`config.mk`:
```
export PLATFORM = sky130hd
export DESIGN_NAME = datapath_mem_seq
export DESIGN_NICKNAME = d
export VERILOG_FILES = /design/src/rtl/datapath_mem_seq.sv
export SDC_FILE = /design/constraint.sdc
export NUM_CORES = 1
export LEC_CHECK = 0
export ABC_AREA = 1
export BUFFER_PORTS_ARGS = -buffer_cell sky130_fd_sc_hd__buf_2
export CAP_MARGIN = 5
export CORE_MARGIN = 5
export CORE_UTILIZATION = 30
export DETAILED_ROUTE_END_ITERATION = 12
export PLACE_DENSITY = 0.59
export SYNTH_ARGS = -nofsm -noshare
export SYNTH_HDL_FRONTEND = slang
export SYNTH_SLANG_ARGS = --single-unit
export TNS_END_PERCENT = 10
```
`constraint.sdc`:
```
create_clock -name CLK -period 1.5 [get_ports CLK]
set_input_delay 0.15 -clock CLK [delete_from_list [all_inputs] [get_ports CLK]]
set_output_delay 0.15 -clock CLK [all_outputs]
set_load 0.01 [all_outputs]
```
`src/rtl/datapath_mem_seq.sv`:
```
// Multicycle memory sequencer: owns the PC, serialises instruction fetch and data
// access so that only one cache request is outstanding, and tracks the LL/SC link.
module datapath_mem_seq #(
  parameter int                ADDR_W  = 32,
  parameter int                DATA_W  = 32,
  parameter logic [ADDR_W-1:0] PC_INIT = '0
) (
  input  logic              CLK,
  input  logic              RST,
  // instruction side of the cache
  input  logic              ihit,
  input  logic [DATA_W-1:0] imemload,
  output logic              imemREN,
  output logic [ADDR_W-1:0] imemaddr,
  // data side of the cache
  input  logic              dhit,
  input  logic [DATA_W-1:0] dmemload,
  output logic              dmemREN,
  output logic              dmemWEN,
  output logic              datomic,
  output logic [DATA_W-1:0] dmemstore,
  output logic [ADDR_W-1:0] dmemaddr,
  output logic              halt,
  // datapath control side
  output logic [DATA_W-1:0] instr,
  output logic              instr_vld,
  output logic [ADDR_W-1:0] pc,
  input  logic              pc_we,
  input  logic [ADDR_W-1:0] pc_next,
  input  logic              mem_req,
  input  logic              mem_wr,
  input  logic              mem_atomic,
  input  logic [ADDR_W-1:0] mem_addr,
  input  logic [DATA_W-1:0] mem_wdata,
  output logic              mem_done,
  output logic [DATA_W-1:0] mem_rdata,
  input  logic              halt_req,
  // coherence snoop
  input  logic              snoop_inv,
  input  logic [ADDR_W-1:0] snoop_addr
);

  localparam int WORD_W = ADDR_W - 2;

  typedef enum logic [2:0] {
    S_FETCH  = 3'd0,
    S_EXEC   = 3'd1,
    S_DMEM   = 3'd2,
    S_SCFAIL = 3'd3,
    S_HALT   = 3'd4
  } state_t;

  state_t              state_q, state_d;
  logic [ADDR_W-1:0]   pc_q, pc_d;
  logic [DATA_W-1:0]   instr_q, instr_d;
  logic                instr_vld_q, instr_vld_d;
  logic [DATA_W-1:0]   rdata_q, rdata_d;
  logic [WORD_W-1:0]   link_word_q, link_word_d;
  logic                link_vld_q, link_vld_d;
  logic                op_wr_q, op_wr_d;
  logic                op_atomic_q, op_atomic_d;
  logic [ADDR_W-1:0]   op_addr_q, op_addr_d;
  logic [DATA_W-1:0]   op_wdata_q, op_wdata_d;

  logic snoop_hit;
  logic link_live;
  logic req_link_hit;
  logic op_link_hit;
  logic unused_bits;

  // byte offset bits never take part in the word-granular link compare
  assign unused_bits = ^snoop_addr[1:0];

  assign snoop_hit    = snoop_inv && link_vld_q &&
                        (snoop_addr[ADDR_W-1:2] == link_word_q);
  // a matching snoop in the same cycle already kills the link for an SC decision
  assign link_live    = link_vld_q && !snoop_hit;
  assign req_link_hit = link_live && (mem_addr[ADDR_W-1:2] == link_word_q);
  assign op_link_hit  = link_vld_q && (op_addr_q[ADDR_W-1:2] == link_word_q);

  always_comb begin
    state_d     = state_q;
    pc_d        = pc_q;
    instr_d     = instr_q;
    instr_vld_d = 1'b0;
    rdata_d     = rdata_q;
    link_word_d = link_word_q;
    link_vld_d  = link_vld_q;
    op_wr_d     = op_wr_q;
    op_atomic_d = op_atomic_q;
    op_addr_d   = op_addr_q;
    op_wdata_d  = op_wdata_q;

    if (snoop_hit) begin
      link_vld_d = 1'b0;
    end

    unique case (state_q)
      S_FETCH: begin
        if (ihit) begin
          instr_d     = imemload;
          instr_vld_d = 1'b1;
          state_d     = S_EXEC;
        end
      end

      S_EXEC: begin
        if (halt_req) begin
          state_d = S_HALT;
        end else if (mem_req) begin
          op_wr_d     = mem_wr;
          op_atomic_d = mem_atomic;
          op_addr_d   = mem_addr;
          op_wdata_d  = mem_wdata;
          if (mem_wr && mem_atomic && !req_link_hit) begin
            state_d = S_SCFAIL;
          end else begin
            state_d = S_DMEM;
          end
        end else if (pc_we) begin
          pc_d    = pc_next;
          state_d = S_FETCH;
        end
      end

      S_DMEM: begin
        if (dhit) begin
          state_d = S_EXEC;
          if (!op_wr_q) begin
            rdata_d = dmemload;
            // LL set overrides a same-cycle snoop clear
            if (op_atomic_q) begin
              link_word_d = op_addr_q[ADDR_W-1:2];
              link_vld_d  = 1'b1;
            end
          end else if (op_atomic_q) begin
            rdata_d    = {{(DATA_W-1){1'b0}}, 1'b1};
            link_vld_d = 1'b0;
          end else if (op_link_hit) begin
            link_vld_d = 1'b0;
          end
        end
      end

      S_SCFAIL: begin
        rdata_d    = '0;
        link_vld_d = 1'b0;
        state_d    = S_EXEC;
      end

      S_HALT: begin
        state_d = S_HALT;
      end

      default: begin
        state_d = S_FETCH;
      end
    endcase
  end

  always_ff @(posedge CLK) begin
    if (RST) begin
      state_q     <= S_FETCH;
      pc_q        <= PC_INIT;
      instr_q     <= '0;
      instr_vld_q <= 1'b0;
      rdata_q     <= '0;
      link_word_q <= '0;
      link_vld_q  <= 1'b0;
      op_wr_q     <= 1'b0;
      op_atomic_q <= 1'b0;
      op_addr_q   <= '0;
      op_wdata_q  <= '0;
    end else begin
      state_q     <= state_d;
      pc_q        <= pc_d;
      instr_q     <= instr_d;
      instr_vld_q <= instr_vld_d;
      rdata_q     <= rdata_d;
      link_word_q <= link_word_d;
      link_vld_q  <= link_vld_d;
      op_wr_q     <= op_wr_d;
      op_atomic_q <= op_atomic_d;
      op_addr_q   <= op_addr_d;
      op_wdata_q  <= op_wdata_d;
    end
  end

  // cache requests decode straight from the state so they drop the cycle after RST
  assign imemREN   = (state_q == S_FETCH);
  assign imemaddr  = pc_q;
  assign dmemREN   = (state_q == S_DMEM) && !op_wr_q;
  assign dmemWEN   = (state_q == S_DMEM) && op_wr_q;
  assign datomic   = (state_q == S_DMEM) && op_atomic_q;
  assign dmemaddr  = (state_q == S_DMEM) ? op_addr_q  : '0;
  assign dmemstore = (state_q == S_DMEM) ? op_wdata_q : '0;
  assign halt      = (state_q == S_HALT);
  assign instr     = instr_q;
  assign instr_vld = instr_vld_q;
  assign pc        = pc_q;
  assign mem_done  = ((state_q == S_DMEM) && dhit) || (state_q == S_SCFAIL);
  // rdata_d equals rdata_q except on the completing cycle, where it carries the result
  assign mem_rdata = rdata_d;

endmodule

```
## Word level (Yosys, flattened, before mapping)

Cells that the tools add are included.

| word-level totals | value |
|---|---|
| bits in registers | 197 |
| output and inout port bits | 199 |
| input bits | 202 |

| operators by class | value |
|---|---|
| reduce and logical (&&, ||, !) cells | 22 |
| bitwise gates (word level) | 4 |
| muxes and demuxes | 21 |
| equal/unequal tests | 10 |

Operators by type and width:

| cell | number |
|---|---|
| two-way mux 32 bit | 5 |
| == test 30 bit | 3 |
| case mux 32 bit (2 select lines) | 1 |
| two-way mux 3 bit | 5 |
| case mux 3 bit (5 select lines) | 1 |
| logical AND 1 bit | 11 |
| two-way mux 1 bit | 8 |
| AND reduction 4 bit | 2 |
| == test 3 x 2 -> 1 bit, second input constant | 2 |
| AND reduction 3 bit | 2 |
| != test 2 bit, second input constant | 2 |
| != test 4 bit, second input constant | 1 |
| inverter 1 bit | 4 |
| == test 3 x 1 -> 1 bit, second input constant | 1 |
| == test 3 bit, second input constant | 1 |
| zero test 1 bit | 3 |
| zero test 3 bit | 1 |
| case mux 1 bit (2 select lines) | 1 |
| AND reduction 2 bit | 1 |
| OR reduction 2 bit | 1 |
| logical OR 1 bit | 1 |

## Depth between registers and ports, before layout

Gate-level depths: netlist of the first run.

| depth | value |
|---|---|
| word-level depth | 11 |
| gate-level depth with buffers | 14 |
| mapped depth without buffers | 14 |

## Least setup slack after synthesis of the first run

No wires, ideal clock.

| path | value |
|---|---|
| path type | register to output |
| start | reg state_q[2] |
| end | out mem_rdata[0] |
| arrival | 1.393 ns |
| slack | -0.043 ns |
| buffers on the path | 1 |
| cell stages (with the launch flop) | 11 |
| cell sequence | dfxtp_1 -> nor2_4 -> inv_2 -> nor2_2 -> inv_2 -> nor2_2 -> nor2_1 -> inv_2 -> buf_4 -> nand2_1 -> nand2_1 |

| between the ends | value |
|---|---|
| cells in the longest elaborated chain, start to end | 2 |
| elaborated cells on any way between the ends | 3 |
| those cells by class | 2 x eq/ne; 1 x mux |

RTL lines:

| element | RTL line | text |
|---|---|---|
| start: declaration | 53 | `state_t state_q, state_d;` |
| start signal: assignment | 175 | `state_q <= state_d;` |
| == test 3 x 2 -> 1 bit | 98 | `unique case (state_q)` |
| case mux 32 bit (2 select lines) * | 98 |  |
| end: declaration | 36 | `output logic [DATA_W-1:0] mem_rdata,` |

Every way passes the cells marked *; elsewhere a longest branch is shown, timed or not.

## Worst setup path in the final report of the first run

| path | value |
|---|---|
| start | reg state_q[2] |
| end | out dmemstore[31] |

| between the ends | value |
|---|---|
| cells in the longest elaborated chain, start to end | 2 |

RTL lines:

| element | RTL line | text |
|---|---|---|
| == test 3 x 2 -> 1 bit | 196 | `assign dmemstore = (state_q == S_DMEM) ? op_wdata_q : '0;` |
| two-way mux 32 bit | 196 |  |
| end: declaration | 21 | `output logic [DATA_W-1:0] dmemstore,` |

Every way passes these cells.

==> impl_results.md, run 1 <==
- Status: finished, violations left
- Failing checks: negative setup slack
- Routed WL: 36.0 mm
- Reg2reg start: state_q[2]
- Top-Level Pins: 401
- Buffers and inverters on the worst path: 7
- Reg2Reg Setup Slack: -0.34 ns
- Worst r2r path cells: 11
- Fin. max-slew vios: 0
- Final Cycle Share: 1.35
- Hold Path Class: input port to register
- Most frequent cells in the layout: buf_2 (360), nand2_1 (324), dfxtp_1 (192)
- Die area: 35200 um2
- CP max FO: 6
- DRT Pass-1 Iters: 5
- Die Height: 188 um
- Worst VDD drop: 0.757 mV
- Sequential element share of the synthesized area: 0.416
- Initial antenna violation count: 2
- Setup TNS: -50.61 ns
- Largest net degree at the start of global routing: 71
- Fmax: 494 MHz
- Hold endpoint: op_wdata_q[22]
- Area Overhead vs Synth: 59.6%
- Max-cap violation count: 0
- Synthesized area: 9480 um2
- Vias: 10900
- Worst Min Path Start: mem_wdata[22]
- Clock transition at the registers of the reported paths: 0.08 ns
- Gate Count Post-Synth: 1421
- Synth async-reset ratio: 0
- Max clock buf depth: 2
- Initial DRC Count: a little under 500
- Share of power burned in registers: 0.432
- Number of global-route vias before repair: between 10000 and 15000
- DR DRC count: 0
- CTS Root Cell: clkbuf_16
- Worst setup path startpoint: state_q[2]
- Area after DPL: 12200 um2
- Lkg Pwr: 7.13 nW
- H-tree level count: 4
- Finished layout cell area: between 15000 and 20000 um2
- Hold slack: 0.0240 ns
- First-pass GRT wire length: 55.1 mm
- Hold Path Depth: 3
- CTS Buf Count: 17
- Wire per inst: 15.2 um
- Overflow after GRT: 0
- Std cell rows: 65
- Crit Path Category: register to output port
- Core Area: between 30000 and 40000 um2
- Clock sinks: 197
- I/O Buffers: 398
- Stages on the worst setup path: 10
- GR Util All Layers: 0.191
- #FFs+latches synth: 197
- Ratio of cells with drive above 1 in the final layout: 0.331
- Worst EP arrival: around 1.9 ns
- Die W: 188 um
- Warnings, synthesis: 0
- CP cell instances: nor2_4, inv_2, nor2_4, inv_4, buf_12, buf_12, buf_12, buf_16, nor2_4, buf_6
- Starting Density: 0.302
- Commonest non-fill, non-tap cell in the layout: buf_2
- Worst reg2reg path endpoint: link_word_q[28]
- Worst-skew pair later-pin latency: 0.44 ns
- Distinct cells, synth: 25
- Syn Nets: ~1600
- Post-DRT Antenna Nets: 0
- Crit path launch type: register
- Req. time, crit path: 1.35 ns
- Crit path time final: 2.02 ns
- Combinational power share: 0.175
- RSZ-0062 raised after global routing: true
- Worst Skew: 0.0135 ns
- Final HPWL DP: 24.7 mm
- GP Congestion: 0.851
- EDFF count, synth: 0
- Worst setup EP type: output port
- Hold violation total from the final report: 0
- Final nets: between 2000 and 2500
- Clock power frac: 0.393
- Mean number of vias per cell: between 4 and 5
- Switching part of the total: 0.277
- Ys flop type: dfxtp_1
- Slew HR: 0.453
- Crit-path slowest cell: dfxtp_4
- Internal: around 9.3 mW
- TritonCTS clock tree: yes
- Final setup margin: -0.523 ns
- Crit path largest cell delay: roughly 0.36 ns
- Synthesized area per cell: 6.67 um2
- NetSw: 3.58 mW
- Least-Margin Pin Slew: 0.821 ns
- Final setup vio count: about 160
- Kind of cell adding the most delay to the critical path: buffers and inverters
- Power per cell area: roughly 850 nW/um2
worst reg2reg max path: cells and delay by family (launching register included):
family,cells,cell delay [ns]
simple gates,3,0.34
buf+inv,6,0.82
flops,1,0.36
compound gates,2,0.23
worst max-delay path by stage:
stage | end | slack [ns]
detailed placement | state_q[0] | -0.18
CTS | mem_rdata[1] | -0.54
global placement | imemaddr[6] | -0.21
global route | mem_rdata[2] | -0.64
floorplan | mem_rdata[0] | 0.03
finish | dmemstore[31] | -0.52
logic make-up (layout without fill, tap and decap cells):
logic type / count (synthesis) / after routing / synth area share
and+or+nand+nor: 546 / 546 / 0.229
AOI/OAI and AO/OA: 355 / 355 / 0.202
buffers and inverters: 307 / 845 / 0.138
DFF: 197 / 197 / 0.416
xor gates and xnor gates: 16 / 16 / 0.0148
other: 0 / 2 / 0
cell usage after synthesis (5+ instances only):
| library cell | n | area [um2] |
|---|---|---|
| a32o_1 | 14 | 140 |
| nor3_1 | 5 | 25.0 |
| xnor2_1 | 5 | 43.8 |
| nand2_1 | 360 | 1350 |
| o21ai_0 | 87 | 435 |
| buf_4 | 36 | 270 |
| o21ai_1 | 40 | 200 |
| dfxtp_1 | 197 | 3940 |
| nand4_1 | 13 | 81.3 |
| clkbuf_1 | 48 | 180 |
| a22o_1 | 16 | 140 |
| buf_1 | 5 | 18.8 |
| nand3_1 | 38 | 190 |
| a21oi_1 | 197 | 986 |
| buf_2 | 20 | 100 |
| nor2_1 | 122 | 458 |
| xor2_1 | 11 | 96.3 |
| inv_1 | 193 | 724 |
power by group through the flow:
stage | combinational [mW] | clock [mW] | sequential, mW
after global routing | 2.49 | 5.42 | 5.61
after global placement | 1.81 | 0 | 5.69
after floorplan | 0.944 | 0 | 5.73
final | 2.26 | 5.08 | 5.58
after CTS | 2.16 | 5.24 | 5.57
after detailed placement | 1.82 | 0 | 5.69
sequential cells by signal, indices dropped and copies added, names as in the netlist:
signal       cells
link_word_q     30
instr_vld        1
op_atomic_q      1
instr           32
op_wr_q          1
state_q          3
link_vld_q       1
imemaddr        32
op_addr_q       32
op_wdata_q      32
rdata_q         32
layout make-up:
| type | instances | area, um2 |
|---|---|---|
| inverter | 198 | 751 |
| tap | 402 | 503 |
| multi-input combinational | 917 | 4700 |
| fill | 3055 | 16300 |
| antenna | 2 | 5.00 |
| sequential | 197 | 3950 |
| timing repair buffer | 615 | 4580 |
| clock inverter | 13 | 198 |
| clock buffer | 19 | 433 |
stage by stage:
stage | power, mW | worst slack [ns] | std cells | util
after floorplan | 6.67 | 0.0311 | 1421 | -
final | 12.9 | -0.523 | 2363 | 0.482
after global routing | 13.5 | -0.637 | 2363 | 0.482
after detailed placement | 7.51 | -0.180 | 2188 | 0.388
after CTS | 13.0 | -0.542 | 2350 | 0.458
after global placement | 7.50 | -0.214 | 2188 | 0.388
repair_timing:
item / in CTS / in global routing
gates resized for setup: 63 / 156
hold endpoints to repair: 121 / 0
pin swaps: 2 / 14
gates cloned: 3 / 6
setup endpoints to repair: 212 / 272
hold buffers: 122 / 0
setup buffers: 5 / 6
metal layers:
layer  wire [um]  share of wire  track usage  vias to the layer above
li1            -              -            -                     5531
met2       17200           0.48        0.317                      409
met3        2800          0.078       0.0588                       74
met5           0              0            0                        -
met4        1160          0.032       0.0759                        0
met1       14900           0.41        0.231                     4930
Power figures use the tool's default switching activity.
==> run 2, diff against run 1 <==
==> constraint.sdc (replaced) <==
create_clock -name CLK -period 1.85 [get_ports CLK]
set_input_delay 0.185 -clock CLK [delete_from_list [all_inputs] [get_ports CLK]]
set_output_delay 0.185 -clock CLK [all_outputs]
set_load 0.01 [all_outputs]
==> run 2 against run 1 <==
Net effect:
- the flow still finishes with violations (negative setup slack)
- first-iteration DRC count fell by 4.5%
- worst hold slack worse by 0.0053 ns
- cell area down 9.3%
- critical endpoint is now mem_rdata[0]
==> impl_results.md, run 2 (synthesized netlist as in run 1, its figures left out) <==
- First-pass GRT wire length: 51.8 mm
- Starting Density: 0.302
- H-tree level count: 4
- Fill cell total of the finished layout: 3270
- Initial antenna violation count: 5
- Slew HR: 0.475
- Std cell rows: 65
- DR DRC count: 0
- Worst setup EP type: output port
- Dpl cells: 2136
- Power per cell area: 722 nW/um2
- Clock transition at the registers of the reported paths: 0.07 ns
- Largest net degree at the start of global routing: 71
- Worst EP arrival: 1.85 ns
- Final Cycle Share: 1.10
- Final non-filler cell total: 2276
- Die W: ~190 um
- Worst Min Path Start: mem_wdata[12]
- Area after DPL: 11700 um2
- GR Util All Layers: 0.180
- Most frequent cells in the layout: buf_2 (375), nand2_1 (337), a21oi_1 (197)
- Buffers and inverters on the worst path: 7
- Final HPWL DP: 23.4 mm
- Setup WS pre-CTS: roughly 0.095 ns
- Worst-skew pair later-pin latency: approximately 0.44 ns
- Worst VDD drop: 0.661 mV
- Finished layout cell area: 13700 um2
- Lkg Pwr: 6.57 nW
- Top-Level Pins: 401
- Fin. max-slew vios: 0
- Crit path launch type: register
- Max-cap violation count: 0
- Area Overhead vs Synth: 44.7%
- Fmax: 490 MHz
- Kind of cell adding the most delay to the critical path: buffers and inverters
- Worst setup path startpoint: state_q[1]
- Wire per inst: 14.6 um
- Hold violation total from the final report: 0
- Mean number of vias per cell: 4.60
- Die Height: 188 um
- Failing checks: negative setup slack
- Register Area: 3950 um2
- Max clock buf depth: 2
- Crit-path slowest cell: dfxtp_2
- Vias: 10500
- Final nets: 2060
- Routed WL: 33.3 mm
- CP max FO: 6
- GP Congestion: 0.817
- Crit path largest cell delay: about 0.34 ns
- RSZ-0062 raised after global routing: true
- Hold Path Class: input port to register
- Reg2reg start: state_q[1]
- Commonest non-fill, non-tap cell in the layout: buf_2
- Final setup margin: -0.189 ns
- Worst Skew: 0.00858 ns
- Clock sinks: 197
- Core Area: 31400 um2
- CP cell instances: inv_2, nor2_4, inv_2, buf_4, nor2_4, inv_4, buf_12, buf_4, nand2_1, nand2_1, buf_4
- Cell mode on critical path: buf_4
- TritonCTS clock tree: yes
- Ratio of cells with drive above 1 in the final layout: 0.283
- Setup TNS: -7.33 ns
- Die area: between 30000 and 40000 um2
- Number of global-route vias before repair: 9957
- Crit Path Category: register to output port
- Finished Core Util: 0.437
- I/O Buffers: 398
- Status: finished, violations left
- Crit path time final: ~2 ns
- Multi-input gate area: 4400 um2
- Least-Margin Pin Slew: 0.788 ns
- Post-DRT Antenna Nets: 0
- CTS Root Cell: clkbuf_16
- Req. time, crit path: 1.66 ns
- DRT Pass-1 Iters: 5
- Initial DRC Count: 470
- Final setup vio count: 95
- CTS Buf Count: 17
- Overflow after GRT: 0
-- run 2: worst paths after layout --
check | cells after the start | slack [ns] | endpoint
max | 11 | -0.19 | mem_rdata[0]
min | 3 | 0.02 | op_wdata_q[12]
max reg2reg | 11 | 0.07 | link_word_q[1]
min reg2reg | 2 | 0.45 | op_wdata_q[1]
-- run 2: final cells by class --
cell class,instances,share of cell area
Antenna cell,3,0.000547
Clock buffer,21,0.0328
Clock inverter,11,0.00903
Inverter,198,0.0546
Multi-Input combinational cell,917,0.321
Sequential cell,197,0.288
Tap cell,402,0.0367
Timing Repair Buffer,527,0.258
-- run 2: timing repair --
item | CTS | global route
setup endpoints to repair | 58 | 181
hold buffers | 89 | 0
buffers inserted | 10 | 5
resized for setup | 30 | 67
pin swaps | 3 | 6
gates cloned | 3 | 1
hold endpoints to repair | 89 | 0
-- run 2: through the flow --
stage,hold WS (ns),total power [mW]
after floorplan,0.330,5.41
after detailed placement,0.441,6.01
after global placement,0.437,5.99
after CTS,0.00121,10.0
final,0.0187,9.90
after global routing,0.00541,10.4
-- run 2: power by group --
part	switching [mW]	internal [mW]
combinational	0.889	0.718
sequential	0.0964	4.42
clock	1.74	2.04
-- run 2: tightest hold or removal path, cell delays in order --
cell and delay [ns]:
buf_2 0.07, o21ai_1 0.06, a21oi_1 0.10
-- run 2: routing by layer --
layer  track usage  wire (um)  vias to the layer above  part of all wire
met5             0         23                        -           0.00069
met2         0.291      15300                      392              0.46
met1         0.220      14000                     4676              0.42
met4        0.0762       1130                        4             0.034
li1              -          -                     5348                 -
met3        0.0618       2940                       55             0.088
==> run 3, diff against run 2 <==
--- a/config.mk
+++ b/config.mk
@@ -11,7 +11,7 @@
 export CORE_MARGIN = 5
 export CORE_UTILIZATION = 30
 export DETAILED_ROUTE_END_ITERATION = 12
-export PLACE_DENSITY = 0.59
+export PLACE_DENSITY_LB_ADDON = 0.1
 export SYNTH_ARGS = -nofsm -noshare
 export SYNTH_HDL_FRONTEND = slang
 export SYNTH_SLANG_ARGS = --single-unit
==> run 3 against run 2 <==
Net effect:
- sequential share of layout area shrank 1.0 points
- sequential cell count unchanged
- the run still ends with negative setup slack left
- wire length rose by 4.8%
- largest cell class unchanged
- cell count rose by 0.62%
- cell area grew 3.8%
- total power increased by 7.6%
- highest routed layer unchanged
- fmax decreased by 0.11%
- sequential power is essentially flat
- largest power group unchanged
- global-route usage is 0.92 points higher
- critical path depth down 1
- via count fell by 0.82%
==> impl_results.md, run 3 (synthesized netlist as in run 1, its figures left out) <==
- Status: finished, violations left
- Failing checks: negative setup slack
- Pwr Total: 10.7 mW
- DRT Pass-1 Iters: 5
- Worst EP arrival: about 1.9 ns
- Fmax: 490 MHz
- Req. time, crit path: 1.66 ns
- Vias: 10400
- Initial antenna violation count: 6
- Mean number of vias per cell: 4.54
- Final Cycle Share: 1.10
- Routed WL: 34.9 mm
- Crit path launch type: register
- I/O Buffers: around 400
- GP Congestion: 0.786
- Hold Path Class: input port to register
- Power per cell area: 748 nW/um2
- Final nets: 2072
- Setup WS pre-CTS: between 0.08 and 0.09 ns
- Register Area: 3950 um2
- Overflow after GRT: 0
- Final setup margin: -0.191 ns
- Most frequent cells in the layout: buf_2 (365), nand2_1 (315), a21oi_1 (197)
- CTS Buf Count: 17
- Core Area: 31400 um2
- CP max FO: 18
- Die Height: 188 um
- Slew HR: 0.449
- Worst Skew: just over 0.009 ns
- Multi-input gate area: 4520 um2
- Lkg Pwr: between 6 and 7 nW
- Buffers and inverters on the worst path: 7
- Crit path time final: 2.04 ns
- RSZ-0062 raised after global routing: true
- Clock transition at the registers of the reported paths: roughly 0.07 ns
- H-tree level count: 4
- Crit-path slowest cell: dfxtp_2
- DR DRC count: 0
- TritonCTS clock tree: yes
- Crit Path Category: register to output port
- Worst VDD drop: 0.643 mV
- Area Overhead vs Synth: 50.2%
- Least-Margin Pin Slew: 0.827 ns
- Max-cap violation count: 0
- Number of global-route vias before repair: 10100
- Largest net degree at the start of global routing: between 70 and 80
- CTS Root Cell: clkbuf_16
- Max clock buf depth: 2
- Fin. max-slew vios: 0
- First-pass GRT wire length: between 50 and 60 mm
- Setup TNS: -12.76 ns
- Crit path largest cell delay: 0.34 ns
- Worst setup EP type: output port
- Final HPWL DP: 24.6 mm
- Worst-skew pair later-pin latency: 0.45 ns
- Starting Density: 0.302
- GR Util All Layers: 0.190
- Std cell rows: 65
- CP cell instances: inv_2, nor2_4, inv_2, nor2_4, inv_4, buf_6, buf_12, buf_16, nor2_1, buf_2
- Hold slack: 0.0259 ns
- Die area: 35200 um2
- Die W: between 150 and 200 um
- Post-DRT Antenna Nets: 0
- Final setup vio count: 98
- Wire per inst: 15.3 um
- Initial DRC Count: 480
- Fill cell total of the finished layout: 3283
- Hold violation total from the final report: 0
- Kind of cell adding the most delay to the critical path: buffers and inverters
- Clock sinks: 197
- Commonest non-fill, non-tap cell in the layout: buf_2
- Top-Level Pins: 401
- Ratio of cells with drive above 1 in the final layout: 0.303
[run 3: cell types whose count changed in the layout (fill, tap and decap cells not counted), moves of 9 or more]
cell and delta:
buf_2 -10, buf_6 +17, dlygate4sd3_1 +9, nand2_1 -22, nand2_2 +22, nor2_1 -14
[run 3: final cells by class]
class                   count  area share
clock buffers              19      0.0311
clock inverters            13      0.0177
diodes                      5    0.000879
flip-flops and latches    197       0.277
repair buffers            539       0.267
well taps                 402      0.0353
multi-input cells         917       0.318
inverters                 198      0.0528
[run 3: what timing repair did]
item / CTS / global route
endpoints found under the hold margin: 98 / 0
buffers inserted: 6 / 4
pin swaps: 1 / 14
hold buffers: 98 / 0
setup endpoints to repair: 85 / 138
gates cloned: 4 / 4
resized for setup: 47 / 106
[run 3: final timing paths]
| check | startpoint | to | slack, ns | depth (start not counted) |
|---|---|---|---|---|
| max | state_q[1] | dmemstore[7] | -0.19 | 10 |
| min | pc_next[23] | imemaddr[23] | 0.03 | 3 |
| max reg2reg | state_q[1] | link_word_q[26] | 0.06 | 11 |
| min reg2reg | imemaddr[13] | imemaddr[13] | 0.45 | 2 |
[run 3: where the power goes]
| part | internal [mW] | switching, mW | leakage [nW] |
|---|---|---|---|
| logic | 0.759 | 0.911 | 4.78 |
| registers | 4.42 | 0.0981 | 1.60 |
| clock network | 2.71 | 1.75 | 0.330 |
| total | 7.89 | 2.76 | 6.70 |
[run 3: worst reg2reg max path, stage by stage, from the launching register on]
cell,delay (ns)
dfxtp_2,0.34
inv_2,0.05
nor2_4,0.09
inv_2,0.06
nor2_4,0.12
inv_4,0.06
buf_6,0.14
buf_16,0.17
nor3_4,0.16
buf_12,0.30
o21ai_1,0.11
a21oi_1,0.13
[run 3: metal layers]
layer,routed length [um],up-vias,GRT usage,part of all wire
li1,-,5380,-,-
met1,15200,4674,0.231,0.43
met2,16600,296,0.318,0.47
met3,2550,35,0.0624,0.073
met4,595,4,0.0593,0.017
met5,14,-,0,0.00040
[run 3: metrics by stage]
| stage | instances | util | area (um2) |
|---|---|---|---|
| after floorplan | 1421 | - | 9480 |
| after global placement | 2140 | 0.375 | 11800 |
| after detailed placement | 2140 | 0.375 | 11800 |
| after CTS | 2280 | 0.440 | 13800 |
| after global routing | 2288 | 0.453 | 14200 |
| final | 2290 | 0.454 | 14200 |
